<file path="src/rtl/ws2812_pkg.sv">
// ws2812_pkg: shared types and 25 MHz timing defaults for the WS2812 receiver.
package ws2812_pkg;

    typedef enum logic [1:0] {ST_SYNC, ST_IDLE, ST_HIGH, ST_LOW} state_e;

    typedef enum logic [1:0] {
        CAUSE_NONE    = 2'd0,
        CAUSE_GLITCH  = 2'd1,
        CAUSE_STUCK   = 2'd2,
        CAUSE_PARTIAL = 2'd3
    } err_cause_e;

    localparam int T0H          = 10;
    localparam int T1H          = 20;
    localparam int TBIT         = 32;
    localparam int RESET_CYCLES = 1250;

    function automatic int cnt_width(input int max_cnt);
        return $clog2(max_cnt + 1);
    endfunction

endpackage

</file>
<file path="src/rtl/ws2812_pulse_meter.sv">
// ws2812_pulse_meter: synchronizes din, detects edges and measures high/low run lengths.
module ws2812_pulse_meter
    import ws2812_pkg::*;
#(
    parameter int RESET_CYCLES = ws2812_pkg::RESET_CYCLES,
    parameter int CNT_W        = cnt_width(ws2812_pkg::RESET_CYCLES)
) (
    input  logic             clk,
    input  logic             rst,
    input  logic             din,
    output logic             rise,
    output logic             fall,
    output logic             latch,
    output logic [CNT_W-1:0] high_cnt,
    output logic [CNT_W-1:0] low_cnt
);

    localparam logic [CNT_W-1:0] SAT = CNT_W'(RESET_CYCLES);

    logic [1:0]       sync_q;
    logic             din_s;
    logic             din_d_q;
    logic             latch_q;
    logic [CNT_W-1:0] high_q, high_d;
    logic [CNT_W-1:0] low_q, low_d;

    assign din_s    = sync_q[1];
    assign rise     = din_s & ~din_d_q;
    assign fall     = ~din_s & din_d_q;
    assign latch    = latch_q;
    assign high_cnt = high_q;
    assign low_cnt  = low_q;

    always_comb begin
        high_d = fall ? '0 : (din_s && high_q != SAT) ? high_q + CNT_W'(1) : high_q;
        low_d  = rise ? '0 : (!din_s && low_q != SAT) ? low_q + CNT_W'(1) : low_q;
    end

    // latch is a one-shot on the cycle the low counter first saturates
    always_ff @(posedge clk) begin
        if (rst) begin
            sync_q  <= '0;
            din_d_q <= 1'b0;
            high_q  <= '0;
            low_q   <= '0;
            latch_q <= 1'b0;
        end else begin
            sync_q  <= {sync_q[0], din};
            din_d_q <= din_s;
            high_q  <= high_d;
            low_q   <= low_d;
            latch_q <= (low_d == SAT) && (low_q != SAT);
        end
    end

endmodule

</file>
<file path="src/rtl/ws2812_rx.sv">
// ws2812_rx: decodes a WS2812 serial stream into indexed 24-bit GRB pixels with frame-end strobes.
// Define WS2812_RX_ERR_EN to drop glitches and report glitch/stuck-high/partial-pixel errors.
module ws2812_rx
    import ws2812_pkg::*;
#(
    parameter int BIT_THRESH   = 15,
    parameter int MIN_HIGH     = 4,
    parameter int RESET_CYCLES = ws2812_pkg::RESET_CYCLES,
    parameter int ADDR_W       = 16
) (
    input  logic              clk,
    input  logic              rst,
    input  logic              din,
    output logic [23:0]       pixel_data,
    output logic [ADDR_W-1:0] pixel_addr,
    output logic              pixel_valid,
    output logic              frame_done,
    output logic              err,
    output logic [1:0]        err_cause
);

    localparam int CNT_W = cnt_width(RESET_CYCLES);
    localparam logic [CNT_W-1:0] SAT    = CNT_W'(RESET_CYCLES);
    localparam logic [CNT_W-1:0] THRESH = CNT_W'(BIT_THRESH);
    localparam logic [CNT_W-1:0] GLITCH = CNT_W'(MIN_HIGH);
`ifdef WS2812_RX_ERR_EN
    localparam bit ERR_EN = 1'b1;
`else
    localparam bit ERR_EN = 1'b0;
`endif

    logic             rise, fall, latch, stuck, glitch;
    logic [CNT_W-1:0] high_cnt, low_cnt;
    state_e           state_q;
    err_cause_e       err_cause_q;
    logic [23:0]      shreg_q, word, pixel_data_q;
    logic [4:0]       bit_cnt_q;
    logic [ADDR_W-1:0] addr_next_q, pixel_addr_q;
    logic             pixel_valid_q, frame_done_q, err_q;

    ws2812_pulse_meter #(
        .RESET_CYCLES(RESET_CYCLES),
        .CNT_W       (CNT_W)
    ) u_meter (
        .clk     (clk),
        .rst     (rst),
        .din     (din),
        .rise    (rise),
        .fall    (fall),
        .latch   (latch),
        .high_cnt(high_cnt),
        .low_cnt (low_cnt)
    );

    // a sub-MIN_HIGH pulse always decodes as 0; with errors enabled it is dropped instead
    assign stuck  = high_cnt == SAT;
    assign glitch = high_cnt < GLITCH;
    assign word   = {shreg_q[22:0], !glitch && high_cnt >= THRESH};

    assign pixel_data  = pixel_data_q;
    assign pixel_addr  = pixel_addr_q;
    assign pixel_valid = pixel_valid_q;
    assign frame_done  = frame_done_q;
    assign err         = err_q;
    assign err_cause   = err_cause_q;

    always_ff @(posedge clk) begin
        if (rst) begin
            state_q       <= ST_SYNC;
            shreg_q       <= '0;
            bit_cnt_q     <= '0;
            addr_next_q   <= '0;
            pixel_data_q  <= '0;
            pixel_addr_q  <= '0;
            pixel_valid_q <= 1'b0;
            frame_done_q  <= 1'b0;
            err_q         <= 1'b0;
            err_cause_q   <= CAUSE_NONE;
        end else begin
            pixel_valid_q <= 1'b0;
            frame_done_q  <= 1'b0;
            err_q         <= 1'b0;
            case (state_q)
                ST_SYNC: begin
                    bit_cnt_q   <= '0;
                    addr_next_q <= '0;
                    if (low_cnt == SAT) state_q <= ST_IDLE;
                end
                ST_IDLE: if (rise) state_q <= ST_HIGH;
                ST_HIGH: begin
                    if (stuck) begin
                        state_q <= ST_SYNC;
                        if (ERR_EN) begin
                            err_q       <= 1'b1;
                            err_cause_q <= CAUSE_STUCK;
                        end
                    end else if (fall) begin
                        state_q <= ST_LOW;
                        if (ERR_EN && glitch) begin
                            err_q       <= 1'b1;
                            err_cause_q <= CAUSE_GLITCH;
                        end else begin
                            shreg_q <= word;
                            if (bit_cnt_q == 5'd23) begin
                                pixel_data_q  <= word;
                                pixel_addr_q  <= addr_next_q;
                                pixel_valid_q <= 1'b1;
                                addr_next_q   <= addr_next_q + ADDR_W'(1);
                                bit_cnt_q     <= '0;
                            end else begin
                                bit_cnt_q <= bit_cnt_q + 5'd1;
                            end
                        end
                    end
                end
                ST_LOW: begin
                    if (latch) begin
                        if (ERR_EN && bit_cnt_q != '0) begin
                            err_q       <= 1'b1;
                            err_cause_q <= CAUSE_PARTIAL;
                        end
                        frame_done_q <= addr_next_q != '0;
                        bit_cnt_q    <= '0;
                        addr_next_q  <= '0;
                        state_q      <= rise ? ST_HIGH : ST_IDLE;
                    end else if (rise) begin
                        state_q <= ST_HIGH;
                    end
                end
                default: state_q <= ST_SYNC;
            endcase
        end
    end

endmodule

</file>
<file path="config.mk">
export PLATFORM = sky130hd
export DESIGN_NAME = ws2812_rx
export DESIGN_NICKNAME = d
export VERILOG_FILES = /design/src/rtl/ws2812_pkg.sv /design/src/rtl/ws2812_pulse_meter.sv /design/src/rtl/ws2812_rx.sv
export SDC_FILE = /design/constraint.sdc
export NUM_CORES = 1
export LEC_CHECK = 0
export BUFFER_PORTS_ARGS = -buffer_cell sky130_fd_sc_hd__clkbuf_2
export CAP_MARGIN = 20
export CORE_MARGIN = 2
export CORE_UTILIZATION = 35
export CTS_CLUSTER_SIZE = 30
export DETAILED_ROUTE_END_ITERATION = 6
export PLACE_DENSITY = 0.5
export SYNTH_ARGS = -nofsm -noshare
export SYNTH_HDL_FRONTEND = slang
export SYNTH_SLANG_ARGS = --single-unit
</file>
<file path="constraint.sdc">
create_clock -name clk -period 4.4 [get_ports clk]
set_input_delay 0.44 -clock clk [delete_from_list [all_inputs] [get_ports clk]]
set_output_delay 0.44 -clock clk [all_outputs]
set_load 0.03 [all_outputs]
</file>
## Word level (Yosys, flattened, before mapping)

Index checks and enable logic that the tools add are counted.

- Bits in registers: 114
- Latch bits: 0
- Bits in writable memories: 0
- Bits in read-only memories: 0
- Output and inout bits: 45
- Word-level logic and storage cells: 80
- Memories: 0

- Add/subtract/negate cells: 4
- $mul: 0
- Div/mod/pow operators: 0
- $lt $le $gt $ge: 2
- Equal/unequal tests: 15
- Shifts and indexed selects: 0
- Muxes and demuxes: 20
- Bitwise gates (word level): 9
- Reductions and logical operators: 17

Operators by type and width:

| operator | number |
|---|---|
| 2-to-1 mux 16 bit | 4 |
| case mux 16 bit (3 select lines) | 1 |
| equality test 11 bit, second input constant | 3 |
| adder 11 x 1 -> 11 bit, second input constant | 2 |
| 2-to-1 mux 11 bit | 2 |
| != test 11 bit, second input constant | 2 |
| 2-to-1 mux 5 bit | 4 |
| adder 16 x 1 -> 16 bit, second input constant | 1 |
| nonzero test 16 bit | 1 |
| case mux 5 bit (3 select lines) | 1 |
| 2-to-1 mux 2 bit | 6 |
| greater-or-equal comparator 11 x 4 -> 1 bit, second input constant | 1 |
| < comparator 11 x 3 -> 1 bit, second input constant | 1 |
| case mux 2 bit (4 select lines) | 1 |
| AND reduction 4 bit | 2 |
| NOT 1 bit | 7 |
| != test 2 bit, second input constant | 3 |
| adder 5 x 1 -> 5 bit, second input constant | 1 |
| equality test 5 bit, second input constant | 1 |
| AND reduction 5 bit | 1 |
| equality test 2 bit, second input constant | 2 |
| logical AND 1 bit | 4 |
| != test 2 x 1 -> 1 bit, second input constant | 2 |
| OR reduction 4 bit | 1 |
| 11 further kinds | 13 |

## Depth between registers and ports, before layout

Gate-level depths: netlist (run 1).

- Word-level depth: 6
- Gate-level depth with buffers: 9
- Depth with buffers taken out: 7

## Cells and area by module

Synthesis (run 1) repeated with hierarchy kept, for this count alone.

- Cells, all modules: 590
- Area total of the unflattened synthesis: 5335.1 µm²

Modules (own cells, without submodules):

| module | instances | cells an instance | area each (µm²) |
|---|---|---|---|
| ws2812_rx | 1 | 449 | 4032.6 |
| ws2812_pulse_meter | 1 | 141 | 1302.5 |

## Worst setup path after synthesis (run 1)

Ideal clock, no wire load.

- Path kind: register to register
- Start: reg u_meter.low_q[0], in the netlist u_meter.low_cnt[0]
- End: reg u_meter.latch_q, in the netlist u_meter.latch
- Setup time: 0.103 ns
- Arrival time: 1.940 ns
- Path slack: 2.356 ns
- Stages on the path, launching flop included: 9
- Path buffers: 1
- Path through: dfxtp_1 -> clkbuf_1 -> inv_1 -> ha_1 -> nor4b_1 -> nand4_1 -> nand2b_1 -> or4_1 -> a2111oi_2

- Longest elaborated chain between the ends: 6
- Elaborated cells on any way between the ends: 7

RTL lines:

| what | RTL line | source |
|---|---|---|
| start, declared | ws2812_pulse_meter.sv:25 | `logic [CNT_W-1:0] low_q, low_d;` |
| start signal, assigned | ws2812_pulse_meter.sv:51 | `low_q <= low_d;` |
| parallel branches: the longest is 5 deep, another holds adder 11 x 1 -> 11 bit | - |  |
| logical AND 1 bit * | ws2812_pulse_meter.sv:52 | `latch_q <= (low_d == SAT) && (low_q != SAT);` |
| end signal, assigned | ws2812_pulse_meter.sv:52 |  |
| end, declared | ws2812_pulse_meter.sv:23 | `logic latch_q;` |

Every way passes the cells marked *.
A chain may end at the register's enable or synchronous reset.

## Worst setup path in the final report (run 1)

- Start: reg state_q[1]
- End: reg shreg_q[8]

- Longest elaborated chain between the ends: 2

RTL lines:

| what | RTL line | source |
|---|---|---|
| start, declared | ws2812_rx.sv:34 | `state_e state_q;` |
| start signal, assigned | ws2812_rx.sv:125 | `state_q <= rise ? ST_HIGH : ST_IDLE;` |
| equality test 2 bit | ws2812_rx.sv:83 | `case (state_q)` |
| AND reduction 3 bit (no line) | - |  |
| end signal, assigned | ws2812_rx.sv:103 | `shreg_q <= word;` |
| end, declared | ws2812_rx.sv:36 | `logic [23:0] shreg_q, word, pixel_data_q;` |

No other way between the ends.

==> flow_metrics.py, run 1 <==
metrics = {
    "status": {
        "status": "complete, no violations",
    },
    "placed_design": {
        "hpwlAfterDp_mm": 6.99,
        "post-place-ws_ns": 1.98,
        "place_congestion": 0.840,
        "numPortBuffers": 44,
    },
    "floorplan": {
        "ios": 48,
        "die_w_um": 122,
        "fp.dieH_um": 122,
        "start_util": 0.355,
        "row_count": 43,
        "die-area_sq_mm": 0.0149,
        "coreArea_sq_mm": 0.0138,
    },
    "grt": {
        "grtUsageTotal": 0.154,
        "grt_max_degree": 85,
        "grt_pass1_vias": 3725,
        "grt_first_pass_wirelength_mm": 18.0,
        "antenna_found_initial": 0,
        "gr-total-overflow": 0,
    },
    "logic_synthesis": {
        "ys_top_cells_by_area": "dfxtp_1 47%, nand2_1 11%, a21oi_1 7.8%, nor2_1 3.4%, xor2_1 2.5%",
        "syn_area_sq_mm": 0.00489,
        "yosys_warnings": 0,
        "syn_area_per_cell_sq_um": 8.22,
        "async_flop_share": 0,
        "synth_ff_type": "dfxtp_1",
        "postSynthCellCount": 595,
        "synth-edff-count": 0,
        "ys_types": 53,
        "synth_top_cell_area_share": 0.467,
        "ys_seq_area_frac": 0.467,
        "ys_ff_latch": 114,
        "synth_top_cell_by_area": "dfxtp_1",
    },
    "detailed_routing": {
        "post-route-drc-count": 0,
        "dr.pass1.iters": 4,
        "dr.first_iter.drc_count": 172,
        "detail-route-antenna-nets": 0,
        "vias": 4132,
        "viasPerCell": 5.05,
        "avgRoutedWirePerCell_um": 13.4,
        "finalWirelength_mm": 11.0,
    },
    "power": {
        "switching_share": 0.205,
        "clkPwrFrac": 0.556,
        "leakage_uw": 0.00202,
        "pwr-share-seq": 0.427,
        "irDropWorstVdd_mv": 0.215,
        "intPower_uw": 1950,
        "p_per_area_mw_per_mm2": 423,
        "p_sw_uw": 501,
        "power_frac_comb": 0.016,
    },
    "finish": {
        "fillCellCount": 1448,
        "antennaDiodeCount": 0,
        "finalCoreUtilization": 0.420,
        "drive_gt1_frac": 0.133,
        "layout_common_cells": "138 x nand2_1, 114 x dfxtp_1, 76 x a21oi_1",
        "finalNetCount": 636,
        "mostFrequentLayoutCell": "nand2_1",
        "syn_to_final_growth_pct": 18.4,
    },
    "clock_tree": {
        "cts_tree": "yes",
        "htreeDepth": 4,
        "clk_pin_slew_ns": 0.05,
        "cts_buffers": 17,
        "cts_hold_buffers": 0,
        "cts.sinks": 114,
        "cts_root_buf": "clkbuf_16",
        "clock_latency_ns": 0.41,
        "post_cts_buffers": 0,
        "cts_buffer_depth": 2,
        "cts_resized": 0,
    },
    "sta": {
        "rsz0062_at_grt": "false",
        "final_hold_viol_count": 0,
        "tightest_slew_ns": 0.907,
        "fin_crit_sh": 0.551,
        "finalSetupViolations": 0,
        "maxSlewViolCount": 0,
        "setup_ws_ns": 1.97,
        "post-route-min-period_ns": 2.43,
        "maxSlewHeadroom": 0.391,
        "clock.fmax_mhz": 412,
        "skew_ns": 0.0113,
        "tns_ns": 0,
    },
    "worst_hold_path": {
        "hold_end": "u_meter.sync_q[0]",
        "min_from": "din",
        "hold_path_depth": 2,
        "holdCritPathClass": "in2reg",
    },
    "critical_path": {
        "reg2reg_from": "state_q[1]",
        "cp_slowest_cell": "nand3_1",
        "worstRegToRegCells": 4,
        "reg2reg_slack_ns": 1.97,
        "crit_path_end_kind": "flop",
        "crit_path_start_kind": "flop",
        "cp_cell_sequence": "nor2b_1 -> nand3_1 -> nand2_1 -> a21oi_1",
        "crit_path_max_incr_delay_ns": 0.79,
        "path_class": "reg2reg",
        "worstPathArrival_ns": 2.68,
        "cp.required_ns": 4.65,
        "r2r-end": "shreg_q[8]",
        "path_max_fanout": 23,
    },
    "job": {
        "maxCapViolations": 0,
    },
}
[metal layers]
metal | routed length, um | track usage | up-vias
met1 | 5420 | 0.202 | 1947
met2 | 5060 | 0.233 | 63
li1 | - | - | 2117
met4 | 82 | 0.0647 | 0
met5 | 0 | 0 | -
met3 | 395 | 0.0478 | 5
[worst max path at each step]
stage	from	endpoint	cells after the start
global route	state_q[1]	shreg_q[8]	4
detailed placement	state_q[1]	shreg_q[8]	4
global placement	u_meter.high_cnt[4]	addr_next_q[4]	5
CTS	state_q[1]	shreg_q[17]	4
floorplan	u_meter.low_cnt[0]	u_meter.latch	8
finish	state_q[1]	shreg_q[8]	4
[worst max-delay path, delay by kind of cell, from the launching register on]
family,cells,cell delay (ns)
AOI/OAI and AO/OA,1,0.09
DFF,1,0.53
and+or+nand+nor,3,1.64
[area by class of cell]
type	instances	area, sq um	area share
clock inverters	10	135	0.0234
inverters	6	22.5	0.00389
repair buffers	47	243	0.0419
flip-flops and latches	114	2280	0.394
well taps	180	225	0.0389
clock buffers	21	450	0.0778
multi-input cells	440	2430	0.420
[flip-flops by register name, summed over array words and instances (netlist names)]
| signal | count |
|---|---|
| addr_next_q | 16 |
| bit_cnt_q | 5 |
| frame_done | 1 |
| pixel_addr | 16 |
| pixel_data | 24 |
| pixel_valid | 1 |
| shreg_q | 23 |
| state_q | 2 |
| u_meter.din_d_q | 1 |
| u_meter.high_cnt | 11 |
| u_meter.latch | 1 |
| u_meter.low_cnt | 11 |
| u_meter.sync_q | 2 |
[power groups by stage]
stage	clock network [uW]	logic, uW	registers [uW]
finish	1360	40.4	1050
global route	1440	45.5	1050
CTS	1400	41.0	1050
detailed placement	0	40.9	1070
global placement	0	40.0	1070
floorplan	0	39.3	1060
[kinds of logic (layout without fill, tap and decap cells)]
group	after synthesis	after routing	synth area share
compound gates	123	123	0.153
xor+xnor	26	26	0.0466
other cells	1	3	0.000767
fa+ha+maj	7	7	0.0179
flops	114	114	0.467
buf+inv	43	84	0.0392
simple gates	279	279	0.272
mux	2	2	0.00435
[cells in the mapped netlist, types with 8 or more instances]
master and instances:
nand3_1 21, or3_1 8, clkbuf_1 26, dfxtp_1 114, o21ai_0 12, a21oi_1 76, nand4_1 8, xor2_1 14
nand2_1 138, xnor2_1 12, nor2b_1 8, nor2_1 44
[per-stage QoR]
step	total power, uW	cell area, sq um	cells	hold WS (ns)
2_1_floorplan	1100	4900	597	0.414
3_3_place_gp	1110	5200	787	0.430
3_5_place_dp	1110	5200	787	0.432
4_1_cts	2480	5790	818	0.230
5_1_grt	2530	5790	818	0.251
6_report	2450	5790	818	0.239
Note: power is estimated with default switching activity, not from simulation.
==> run 2, diff against run 1 <==
--- a/config.mk
+++ b/config.mk
@@ -11,7 +11,7 @@
 export CORE_UTILIZATION = 35
 export CTS_CLUSTER_SIZE = 30
 export DETAILED_ROUTE_END_ITERATION = 6
-export PLACE_DENSITY = 0.5
+export PLACE_DENSITY = 0.52
 export SYNTH_ARGS = -nofsm -noshare
 export SYNTH_HDL_FRONTEND = slang
 export SYNTH_SLANG_ARGS = --single-unit
==> constraint.sdc (replaced) <==
create_clock -name clk -period 2.1 [get_ports clk]
set_input_delay 0.21 -clock clk [delete_from_list [all_inputs] [get_ports clk]]
set_output_delay 0.21 -clock clk [all_outputs]
set_load 0.03 [all_outputs]
==> run 2 against run 1 <==
  * Clock skew down 0.0052 ns
  * First-iteration DRC count up 56%
  * Utilization increased by 1.8 points
  * Flip-flop and latch count is the same
  * Non-clock buffer count increased by 26
  * Critical path depth rose by 3
  * Sequential share of layout area decreased by 1.6 points
  * Critical path type unchanged
  * Critical endpoint is now addr_next_q[9]
  * Largest power group unchanged
==> flow_metrics.py, run 2 (synthesis results as in run 1) <==
metrics = {
    "status": {
        "status": "complete, no violations",
    },
    "clock_tree": {
        "htreeDepth": 4,
        "cts_buffer_depth": 2,
        "clk_pin_slew_ns": 0.05,
        "post_cts_buffers": 0,
        "cts.sinks": 114,
        "cts_root_buf": "clkbuf_16",
        "cts_tree": "yes",
        "clock_latency_ns": 0.42,
        "cts_buffers": 17,
    },
    "critical_path": {
        "path_class": "reg2reg",
        "cp.required_ns": 2.41,
        "crit_path_start_kind": "flop",
        "cp_cell_sequence": "ha_1 -> and4b_1 -> o31ai_2 -> buf_4 -> a2111oi_0 -> xnor2_1 -> nor2_1",
        "crit_path_end_kind": "flop",
        "r2r-end": "addr_next_q[9]",
        "worstPathArrival_ns": 2.28,
        "reg2reg_slack_ns": 0.13,
        "path_max_fanout": 7,
        "worstRegToRegCells": 7,
        "crit_path_max_incr_delay_ns": 0.59,
        "reg2reg_from": "bit_cnt_q[0]",
        "cp_slowest_cell": "a2111oi_0",
    },
    "job": {
        "maxCapViolations": 0,
    },
    "floorplan": {
        "coreArea_sq_mm": 0.0138,
        "start_util": 0.355,
        "fp.dieH_um": 122,
        "ios": 48,
        "die-area_sq_mm": 0.0149,
        "die_w_um": 122,
        "row_count": 43,
    },
    "sta": {
        "finalSetupViolations": 0,
        "post-route-min-period_ns": 1.97,
        "maxSlewHeadroom": 0.593,
        "rsz0062_at_grt": "false",
        "skew_ns": 0.00610,
        "final_hold_viol_count": 0,
        "tns_ns": 0,
        "tightest_slew_ns": 0.594,
        "fin_crit_sh": 0.938,
        "clock.fmax_mhz": 508,
        "maxSlewViolCount": 0,
    },
    "worst_hold_path": {
        "min_from": "rst",
        "holdCritPathClass": "in2reg",
        "hold_end": "addr_next_q[4]",
        "hold_path_depth": 3,
    },
    "finish": {
        "regArea_sq_mm": 0.00228,
        "drive_gt1_frac": 0.172,
        "instances_no_fill": 844,
        "antennaDiodeCount": 0,
        "finalCoreUtilization": 0.438,
        "largest_register_ffs": 24,
        "fillCellCount": 1407,
        "mostFrequentLayoutCell": "nand2_1",
        "multi_input_area_sq_mm": 0.00244,
        "layout_common_cells": "138 x nand2_1, 114 x dfxtp_1, 76 x a21oi_1",
        "finalNetCount": 662,
        "final_area_sq_mm": 0.00604,
        "syn_to_final_growth_pct": 23.5,
    },
    "power": {
        "leakage_uw": 0.00216,
        "p_per_area_mw_per_mm2": 848,
        "irDropWorstVdd_mv": 0.536,
        "power.total_uw": 5120,
    },
    "detailed_routing": {
        "post-route-drc-count": 0,
        "avgRoutedWirePerCell_um": 12.9,
        "dr.pass1.iters": 4,
        "vias": 4257,
        "dr.first_iter.drc_count": 269,
        "viasPerCell": 5.04,
        "detail-route-antenna-nets": 0,
        "finalWirelength_mm": 10.9,
    },
    "grt": {
        "gr-total-overflow": 0,
        "grtUsageTotal": 0.156,
        "antenna_found_initial": 0,
        "grtUsageMet1": 0.194,
        "busiest_layer": "met2",
        "grt_max_degree": 53,
        "grt_pass1_vias": 3848,
        "use_met2": 0.241,
        "grt_first_pass_wirelength_mm": 18.2,
        "gr-usage-met3": 0.0506,
    },
    "placed_design": {
        "hpwlAfterDp_mm": 7.37,
        "place_congestion": 0.834,
        "numPortBuffers": 44,
        "placed_area_sq_mm": 0.00543,
        "place_inst": 812,
    },
}
[run 2: per-stage QoR]
stage | setup WS (ns) | hold WS (ns)
6_report | 0.131 | 0.266
5_1_grt | 0.00584 | 0.266
4_1_cts | 0.0866 | 0.251
3_5_place_dp | 0.103 | 0.423
3_3_place_gp | 0.182 | 0.427
2_1_floorplan | 0.0563 | 0.338
[run 2: worst max path at each step]
| stage | startpoint | end | slack (ns) | cells after the start |
|---|---|---|---|---|
| after floorplan | u_meter.low_cnt[0] | u_meter.latch | 0.06 | 8 |
| after global placement | addr_next_q[3] | addr_next_q[10] | 0.18 | 5 |
| after detailed placement | u_meter.low_cnt[1] | u_meter.latch | 0.10 | 5 |
| after CTS | u_meter.low_cnt[1] | u_meter.latch | 0.09 | 5 |
| after global routing | u_meter.sync_q[1] | u_meter.latch | 0.006 | 5 |
| final | bit_cnt_q[0] | addr_next_q[9] | 0.13 | 7 |
[run 2: timing repair]
item | in CTS | in global routing
resized for setup | 0 | 4
endpoints found under the hold margin | 1 | 0
endpoints found under the setup margin | 0 | 12
hold buffers | 1 | 0
[run 2: area by class of cell]
class | instances | area share
multi-input combinational | 440 | 0.404
sequential | 114 | 0.378
clock buffer | 22 | 0.0802
tap | 180 | 0.0373
clock inverter | 9 | 0.0172
timing repair buffer | 73 | 0.0798
inverter | 6 | 0.00373
[run 2: where the power goes]
| part | switching (uW) | internal (uW) | total (uW) |
|---|---|---|---|
| logic | 66.3 | 36.2 | 103 |
| clock network | 974 | 1860 | 2830 |
| registers | 13.1 | 2170 | 2190 |
| total | 1050 | 4070 | 5120 |
[run 2: per-layer routing]
layer,vias up,part of all wire
met5,-,0
met4,0,0.021
met3,21,0.037
met2,73,0.46
met1,1990,0.48
li1,2173,-
[run 2: critical path: cells and delay by family (launching register included)]
kind	cells	cell delay, ns
compound gates	2	0.67
buf+inv	1	0.16
simple gates	2	0.29
flops	1	0.36
xor+xnor	1	0.18
fa+ha+maj	1	0.20
